==> src/rtl/alu_share_arb_if.sv <==
// rtl/alu_share_arb_if.sv - request/response and ALU-side signal bundle for alu_share_arb
//
// Groups the two requester handshakes, the two response handshakes and the
// shared ALU connection.
//   slave  : seen by alu_share_arb (accepts requests, returns responses, drives the ALU)
//   master : seen by the requesters and the ALU instance
//
// Signals (N = 0, 1):
//   reqN_valid/reqN_ready/reqN_op/reqN_a/reqN_b  request handshake and payload
//   rspN_valid/rspN_ready/rspN_res               response handshake and result
//   alu_op/alu_num1/alu_num2                     operands to the shared ALU
//   alu_res                                      combinational result from the ALU

interface alu_share_arb_if #(
    parameter int DATA_W = 32,
    parameter int OP_W   = 4
);
    logic              req0_valid;
    logic              req0_ready;
    logic [OP_W-1:0]   req0_op;
    logic [DATA_W-1:0] req0_a;
    logic [DATA_W-1:0] req0_b;
    logic              rsp0_valid;
    logic              rsp0_ready;
    logic [DATA_W-1:0] rsp0_res;

    logic              req1_valid;
    logic              req1_ready;
    logic [OP_W-1:0]   req1_op;
    logic [DATA_W-1:0] req1_a;
    logic [DATA_W-1:0] req1_b;
    logic              rsp1_valid;
    logic              rsp1_ready;
    logic [DATA_W-1:0] rsp1_res;

    logic [OP_W-1:0]   alu_op;
    logic [DATA_W-1:0] alu_num1;
    logic [DATA_W-1:0] alu_num2;
    logic [DATA_W-1:0] alu_res;

    modport slave (
        input  req0_valid, req0_op, req0_a, req0_b, rsp0_ready,
        input  req1_valid, req1_op, req1_a, req1_b, rsp1_ready,
        input  alu_res,
        output req0_ready, rsp0_valid, rsp0_res,
        output req1_ready, rsp1_valid, rsp1_res,
        output alu_op, alu_num1, alu_num2
    );

    modport master (
        output req0_valid, req0_op, req0_a, req0_b, rsp0_ready,
        output req1_valid, req1_op, req1_a, req1_b, rsp1_ready,
        output alu_res,
        input  req0_ready, rsp0_valid, rsp0_res,
        input  req1_ready, rsp1_valid, rsp1_res,
        input  alu_op, alu_num1, alu_num2
    );
endinterface

==> src/rtl/alu_share_arb.sv <==
// rtl/alu_share_arb.sv - two-requester time-sharing arbiter/sequencer for the core ALU
//
// Accepts one ALU request at a time from requester 0 (EXU) or requester 1
// (branch/compare), latches op and operands, drives the shared ALU for one
// cycle, registers the result and hands it back to the granted requester.
// Sequence: IDLE (accept) -> EXEC (ALU cycle) -> RESP (hold until taken).
// A response is valid exactly two cycles after the accept cycle.
//
// Ports:
//   clk  : clock, all state on rising edge
//   rst  : synchronous active-high reset; discards any in-flight operation
//   bus  : alu_share_arb_if.slave (request/response handshakes, ALU connection)
//
// Build option:
//   ALU_ARB_RR_EN  defined   -> round-robin between the two requesters
//                  undefined -> fixed priority, requester 0 wins

module alu_share_arb #(
    parameter int DATA_W = 32,
    parameter int OP_W   = 4
) (
    input  logic          clk,
    input  logic          rst,
    alu_share_arb_if.slave bus
);

    typedef enum logic [1:0] {
        IDLE = 2'd0,
        EXEC = 2'd1,
        RESP = 2'd2
    } state_t;

    state_t            state;
    logic [OP_W-1:0]   op_q;
    logic [DATA_W-1:0] a_q;
    logic [DATA_W-1:0] b_q;
    logic [DATA_W-1:0] res_q;
    logic              grant_q;
    logic              rsp0_valid_q;
    logic              rsp1_valid_q;

    logic              accept_en;
    logic              pick1;
    logic              accept;
    logic              rsp_take;

    // ------------------------------------------------------------------
    // Arbitration: pick1 selects requester 1 as winner for this cycle.
    // ------------------------------------------------------------------
`ifdef ALU_ARB_RR_EN
    // Remembers which requester was granted last; starts at 1 so that the
    // first contention after reset goes to requester 0.
    logic last_grant_q;

    // On contention the requester that was not granted last wins.
    assign pick1 = bus.req1_valid & (~bus.req0_valid | ~last_grant_q);
`else
    assign pick1 = bus.req1_valid & ~bus.req0_valid;
`endif

    // Readies depend only on state and request valids, never on rspN_ready,
    // and stay low while reset is asserted.
    assign accept_en      = ~rst & (state == IDLE);
    assign bus.req0_ready = accept_en & bus.req0_valid & ~pick1;
    assign bus.req1_ready = accept_en & pick1;
    assign accept         = bus.req0_ready | bus.req1_ready;

    // Response is taken when the granted requester's ready is high.
    assign rsp_take = grant_q ? bus.rsp1_ready : bus.rsp0_ready;

    // ------------------------------------------------------------------
    // Sequencer
    // ------------------------------------------------------------------
    always_ff @(posedge clk) begin
        if (rst) begin
            state        <= IDLE;
            op_q         <= '0;
            a_q          <= '0;
            b_q          <= '0;
            res_q        <= '0;
            grant_q      <= 1'b0;
            rsp0_valid_q <= 1'b0;
            rsp1_valid_q <= 1'b0;
`ifdef ALU_ARB_RR_EN
            last_grant_q <= 1'b1;
`endif
        end else begin
            case (state)
                IDLE: begin
                    if (accept) begin
                        op_q    <= pick1 ? bus.req1_op : bus.req0_op;
                        a_q     <= pick1 ? bus.req1_a  : bus.req0_a;
                        b_q     <= pick1 ? bus.req1_b  : bus.req0_b;
                        grant_q <= pick1;
`ifdef ALU_ARB_RR_EN
                        last_grant_q <= pick1;
`endif
                        state   <= EXEC;
                    end
                end
                EXEC: begin
                    res_q        <= bus.alu_res;
                    rsp0_valid_q <= ~grant_q;
                    rsp1_valid_q <= grant_q;
                    state        <= RESP;
                end
                RESP: begin
                    if (rsp_take) begin
                        rsp0_valid_q <= 1'b0;
                        rsp1_valid_q <= 1'b0;
                        state        <= IDLE;
                    end
                end
                default: begin
                    rsp0_valid_q <= 1'b0;
                    rsp1_valid_q <= 1'b0;
                    state        <= IDLE;
                end
            endcase
        end
    end

    // ALU inputs always come from the latch so the ALU sees stable operands
    // and the request ports never reach the ALU combinationally.
    assign bus.alu_op   = op_q;
    assign bus.alu_num1 = a_q;
    assign bus.alu_num2 = b_q;

    // Both result ports share the result register; only valid is steered.
    assign bus.rsp0_valid = rsp0_valid_q;
    assign bus.rsp1_valid = rsp1_valid_q;
    assign bus.rsp0_res   = res_q;
    assign bus.rsp1_res   = res_q;

endmodule

==> src/flat_wrapper.sv <==
// flat-port wrapper written by rule: the top's interface ports become plain ports
module alu_share_arb_flat 
#(
    parameter int DATA_W = 32,
    parameter int OP_W   = 4
)
  (clk, rst, bus_req0_valid, bus_req0_op, bus_req0_a, bus_req0_b, bus_rsp0_ready, bus_req1_valid, bus_req1_op, bus_req1_a, bus_req1_b, bus_rsp1_ready, bus_alu_res, bus_req0_ready, bus_rsp0_valid, bus_rsp0_res, bus_req1_ready, bus_rsp1_valid, bus_rsp1_res, bus_alu_op, bus_alu_num1, bus_alu_num2);
  alu_share_arb_if #(.DATA_W(DATA_W), .OP_W(OP_W)) bus_i ();
  input  logic clk;
  input  logic rst;
  input wire logic [$bits(bus_i.req0_valid)-1:0] bus_req0_valid;
  input wire logic [$bits(bus_i.req0_op)-1:0] bus_req0_op;
  input wire logic [$bits(bus_i.req0_a)-1:0] bus_req0_a;
  input wire logic [$bits(bus_i.req0_b)-1:0] bus_req0_b;
  input wire logic [$bits(bus_i.rsp0_ready)-1:0] bus_rsp0_ready;
  input wire logic [$bits(bus_i.req1_valid)-1:0] bus_req1_valid;
  input wire logic [$bits(bus_i.req1_op)-1:0] bus_req1_op;
  input wire logic [$bits(bus_i.req1_a)-1:0] bus_req1_a;
  input wire logic [$bits(bus_i.req1_b)-1:0] bus_req1_b;
  input wire logic [$bits(bus_i.rsp1_ready)-1:0] bus_rsp1_ready;
  input wire logic [$bits(bus_i.alu_res)-1:0] bus_alu_res;
  output wire logic [$bits(bus_i.req0_ready)-1:0] bus_req0_ready;
  output wire logic [$bits(bus_i.rsp0_valid)-1:0] bus_rsp0_valid;
  output wire logic [$bits(bus_i.rsp0_res)-1:0] bus_rsp0_res;
  output wire logic [$bits(bus_i.req1_ready)-1:0] bus_req1_ready;
  output wire logic [$bits(bus_i.rsp1_valid)-1:0] bus_rsp1_valid;
  output wire logic [$bits(bus_i.rsp1_res)-1:0] bus_rsp1_res;
  output wire logic [$bits(bus_i.alu_op)-1:0] bus_alu_op;
  output wire logic [$bits(bus_i.alu_num1)-1:0] bus_alu_num1;
  output wire logic [$bits(bus_i.alu_num2)-1:0] bus_alu_num2;
  assign bus_i.req0_valid = bus_req0_valid;
  assign bus_i.req0_op = bus_req0_op;
  assign bus_i.req0_a = bus_req0_a;
  assign bus_i.req0_b = bus_req0_b;
  assign bus_i.rsp0_ready = bus_rsp0_ready;
  assign bus_i.req1_valid = bus_req1_valid;
  assign bus_i.req1_op = bus_req1_op;
  assign bus_i.req1_a = bus_req1_a;
  assign bus_i.req1_b = bus_req1_b;
  assign bus_i.rsp1_ready = bus_rsp1_ready;
  assign bus_i.alu_res = bus_alu_res;
  assign bus_req0_ready = bus_i.req0_ready;
  assign bus_rsp0_valid = bus_i.rsp0_valid;
  assign bus_rsp0_res = bus_i.rsp0_res;
  assign bus_req1_ready = bus_i.req1_ready;
  assign bus_rsp1_valid = bus_i.rsp1_valid;
  assign bus_rsp1_res = bus_i.rsp1_res;
  assign bus_alu_op = bus_i.alu_op;
  assign bus_alu_num1 = bus_i.alu_num1;
  assign bus_alu_num2 = bus_i.alu_num2;
  alu_share_arb #(.DATA_W(DATA_W), .OP_W(OP_W)) u_core (.clk(clk), .rst(rst), .bus(bus_i));
endmodule
==> config.mk <==
export PLATFORM = sky130hd
export DESIGN_NAME = alu_share_arb_flat
export DESIGN_NICKNAME = d
export VERILOG_FILES = /design/src/rtl/alu_share_arb_if.sv /design/src/rtl/alu_share_arb.sv /design/src/flat_wrapper.sv
export SDC_FILE = /design/constraint.sdc
export NUM_CORES = 1
export LEC_CHECK = 0
export CAP_MARGIN = 25
export CORE_ASPECT_RATIO = 1.4
export CORE_MARGIN = 2
export CORE_UTILIZATION = 33
export CTS_CLUSTER_DIAMETER = 120
export CTS_CLUSTER_SIZE = 25
export DETAILED_ROUTE_END_ITERATION = 16
export GPL_TIMING_DRIVEN = 0
export PLACE_DENSITY = 0.89
export SETUP_SLACK_MARGIN = 0.3
export SLEW_MARGIN = 40
export SYNTH_ARGS = -nofsm -noshare
export SYNTH_HDL_FRONTEND = slang
export SYNTH_SLANG_ARGS = --single-unit
export TNS_END_PERCENT = 1
==> constraint.sdc <==
create_clock -name clk -period 2.12 [get_ports clk]
set_input_delay 0.636 -clock clk [delete_from_list [all_inputs] [get_ports clk]]
set_output_delay 0.636 -clock clk [all_outputs]
set_load 0.01 [all_outputs]
# After elaboration in Yosys (flattened, before gate mapping)
# Cells that the tools add are included.
word_totals:
  ff_bits: 105
  inputBits: 174
  output_inout_bits: 136
  wordCells: 37
classes:
  eq_ne: 4
  n_mux: 10
  bitwise_logic: 11
  n_reduce_logical: 4
op_table:
  columns: ["operator", "n"]
  rows:
  - ["2-to-1 mux 32 bit", 2]
  - ["case mux 1 bit (3 select lines)", 2]
  - ["case mux 2 bit (3 select lines)", 1]
  - ["AND reduction 2 bit", 3]
  - ["bitwise AND 1 bit", 5]
  - ["NOT 1 bit", 5]
  - ["2-to-1 mux 2 bit", 2]
  - ["2-to-1 mux 4 bit", 1]
  - ["inequality test 2 x 1 -> 1 bit (second input constant)", 2]
  - ["== test 2 x 1 -> 1 bit (second input constant)", 1]
  - ["== test 2 bit (second input constant)", 1]
  - ["logical NOT 2 bit", 1]
  - ["2-to-1 mux 1 bit", 2]
  - ["OR 1 bit", 1]

# Logic depth before layout (Yosys ltp)
logic_depth:
  ltp_word: 7
  depth_mapped: 7
  depth_no_buf: 3

# Worst setup path after synthesis
# Ideal clock, no wire load.
synth_timing:
  path_kind: "input to output"
  startpoint: "input bus_req0_valid"
  endpoint: "output bus_req1_ready"
  t_arrival_ns: 1.608
  required_time_ns: 1.484
  setup_slack_ns: -0.124
  stages: 5
  path_buffers: 3
  path_cell_list: "nand2b_1 > buf_2 > buf_4 > buf_4 > nor4_1"
synth_via:
  elab_chain_cells: 3
synth_rtl:
  columns: ["item", "line_no", "text"]
  rows:
  - ["from (decl)", "flat_wrapper.sv:11", "input wire logic [$bits(bus_i.req0_valid)-1:0] bus_req0_valid;"]
  - ["NOT 1 bit", "alu_share_arb.sv:58", "assign pick1 = bus.req1_valid & ~bus.req0_valid;"]
  - ["bitwise AND 1 bit", "alu_share_arb.sv:58", null]
  - ["bitwise AND 1 bit", "alu_share_arb.sv:65", "assign bus.req1_ready = accept_en & pick1;"]
  - ["to (decl)", "flat_wrapper.sv:25", "output wire logic [$bits(bus_i.req1_ready)-1:0] bus_req1_ready;"]
# Every way passes these cells.

# Worst setup path after layout
# Same ends and word-level chain as after synthesis.

==> results.cfg <==
[setup_path]
critical_path_required_ps = 1480
startpoint_type = primary input
crit_type = primary input to primary output
r2r_start = u_core.state[1]$_SDFFE_PP0P_
reg2reg_slack_ps = 440
r2r-end = u_core.bus.rsp0_res[20]$_SDFFE_PP0N_
crit_path_start = bus_req0_valid
cp_max_fo = 4
arrival_ps = 1500
reg2reg_depth = 7
critPathCaptureType = primary output

[power_and_ir_drop]
combPwrFrac_pct = 27.5
ir_drop_mv = 0.460
power_density_mw_per_mm2 = 652
finalPower_uw = 5440
p_seq_share_pct = 41.4
p_sw_uw = 1510
sw_frac_of_total_pct = 27.8
p_leak_uw = 0.00389
internal_power_uw = 3930
power_frac_clock_pct = 31.1

[clock_tree]
cts-htree-levels = 3
clock-sinks = 105
cts_buffers = 9
cts-root-buf = clkbuf_16
clkTransAtPathRegs_ps = 70
clock_path_buffers = 2
cts_tree = built
clkLatencyLatePin_ps = 340

[timing]
slew_viol_final = 0
period_share_pct = 101
finalSetupViolations = 1
tightest_slew_ps = 744
min_period_ps = 2130
fin_skew_ps = 10.4
fmax_mhz = 469
whs_ps = 465
setup_ws_ps = -11.1
rsz0062_at_grt = true
hold_viol = 0
tns_ps = -11.1
relSlewSlack_pct = 50.4

[global_route]
grt_pass1_vias = 5259
grt_usage_pct = 22.2
grt_pass1_wl_microns = 27000
grt_max_degree = 18
grt-ovfl-total = 0
antenna_found_initial = 0

[worst_hold_path]
hold_depth = 2
hold_path_class = flip-flop to flip-flop
hold-path-endpoint = u_core.bus.rsp0_res[0]$_SDFFE_PP0N_
worstHoldStart = u_core.bus.rsp0_res[0]$_SDFFE_PP0N_

[layout]
nets = 1015
post-route-util_pct = 59.7
insertedDiodeCount = 0
multi_input_area_sq_mm = 0.00216
seq_area_sq_mm = 0.00213
area_growth_syn_to_layout_pct = 76.1
n_fill_cell = 1246
drive_gt1_share_pct = 18.6

[place]
portBuffers = 308
place_ws_ps = -1170
hpwl_microns = 13500
finalWeightedCongestion = 0.776

[flow_run]
maxCapViolCount = 0

[yosys]
syn_nets = 688
yosysWarnings = 0
synth_top_area_share_pct = 44.4
postSynthAreaPerCell_sq_um = 9.21
syn_inst = 514
yosys-top-cells-area = dfxtp_1, mux2i_1, a21oi_1
post-synth-top-count-cell = dfxtp_1
yosys_most_used_dff = dfxtp_1
synth-edff-count = 0
ys_seq_area_share_pct = 44.4
synth-seq-cells = 105
synth_area_sq_mm = 0.00473
yosys-top-cells-count = dfxtp_1, a21oi_1, mux2i_1
ys_types = 22
synth_top_area_cell = dfxtp_1
ys_async_sr_fraction_pct = 0

[floorplan]
coreArea_sq_mm = 0.0140
fp.dieW_microns = 105
dieArea_sq_mm = 0.0153
rows = 51
pin_count = 310
start_util_pct = 33.9
die_y_microns = 146

[routing]
drt_iter0_markers = 131
ant_nets = 0
wl_microns = 17100
num_vias = 5037
viasPerCell = 4.89
post_drt_wl_per_cell_microns = 16.6
firstDrtPassIters = 4
drc_errors = 0

[run_status]
violations = negative setup slack
status = complete, but fails checks
==> through the flow <==
stage | area (sq um) | instances
after floorplan | 4770 | 514
after global placement | 8080 | 1007
after detailed placement | 8080 | 1007
after CTS | 8330 | 1031
after global routing | 8340 | 1031
final | 8340 | 1031
==> power groups by stage <==
stage	Combinational [uW]	Sequential, uW	Clock (uW)
2_1_floorplan	610	2360	0
3_3_place_gp	1570	2290	0
3_5_place_dp	1600	2290	0
4_1_cts	1510	2250	1730
5_1_grt	1620	2270	1820
6_report	1500	2250	1690
==> timing repair <==
item	CTS	global route
gates cloned	0	0
buffers inserted	8	0
endpoints found under the setup margin	205	30
resized for setup	192	16
hold buffers	0	0
pin swaps	1	0
==> state kept, by name, summed over array words and instances (netlist names) <==
| register | cells |
|---|---|
| u_core.grant_q | 1 |
| u_core.bus.rsp0_valid | 1 |
| u_core.bus.rsp0_res | 32 |
| u_core.state | 2 |
| u_core.bus.alu_num1 | 32 |
| u_core.bus.alu_op | 4 |
| u_core.bus.alu_num2 | 32 |
| u_core.bus.rsp1_valid | 1 |
==> worst max path at each step <==
stage	endpoint	slack, ps	depth (start not counted)
CTS	bus_req1_ready	-10	7
global placement	bus_req1_ready	-1150	7
detailed placement	bus_req1_ready	-1170	7
floorplan	bus_req1_ready	50	5
finish	bus_req1_ready	-10	7
global route	bus_req1_ready	-60	7
==> worst max-delay path, stage by stage <==
cell and delay, ps:
buf_8 110, nand2b_4 130, buf_6 120, buf_12 110, buf_12 110, nor4_4 100
buf_2 170
==> area by class of cell <==
| class | instances | share of cell area, % |
|---|---|---|
| Timing Repair Buffer | 316 | 35.2 |
| Multi-Input combinational cell | 323 | 25.9 |
| Sequential cell | 105 | 25.5 |
| Buffer | 85 | 6.95 |
| Clock buffer | 11 | 2.91 |
| Tap cell | 185 | 2.78 |
| Clock inverter | 5 | 0.750 |
| Inverter | 1 | 0.0450 |
==> cell usage in the layout, fill, tap and decap left out, drive strengths merged, types with 2 or more instances in the layout <==
cell | synthesis | layout
clkdlybuf4s50 | 0 | 170
nor2b | 2 | 2
a211oi | 69 | 69
clkbuf | 28 | 37
clkinvlp | 0 | 2
inv | 1 | 2
dlygate4sd2 | 0 | 102
nand2b | 5 | 5
a21oi | 104 | 104
nand2 | 65 | 65
mux2i | 69 | 69
dfxtp | 105 | 105
buf | 57 | 103
and2 | 2 | 2
==> per-layer routing <==
layer	vias up	global-route usage, %	share of wire [%]
li1	2449	-	-
met5	-	0	0
met3	25	6.81	8.3
met4	0	6.73	2.1
met2	248	41.4	52
met1	2315	23.5	37
==> cells by family after synthesis <==
family                 Yosys count  share of synthesized area, %
AOI/OAI and AO/OA              175                          23.3
buffers and inverters           86                          10.6
DFF                            105                          44.4
muxes                           69                          14.6
and+or+nand+nor                 79                          7.19
Power figures use the tool's default switching activity.
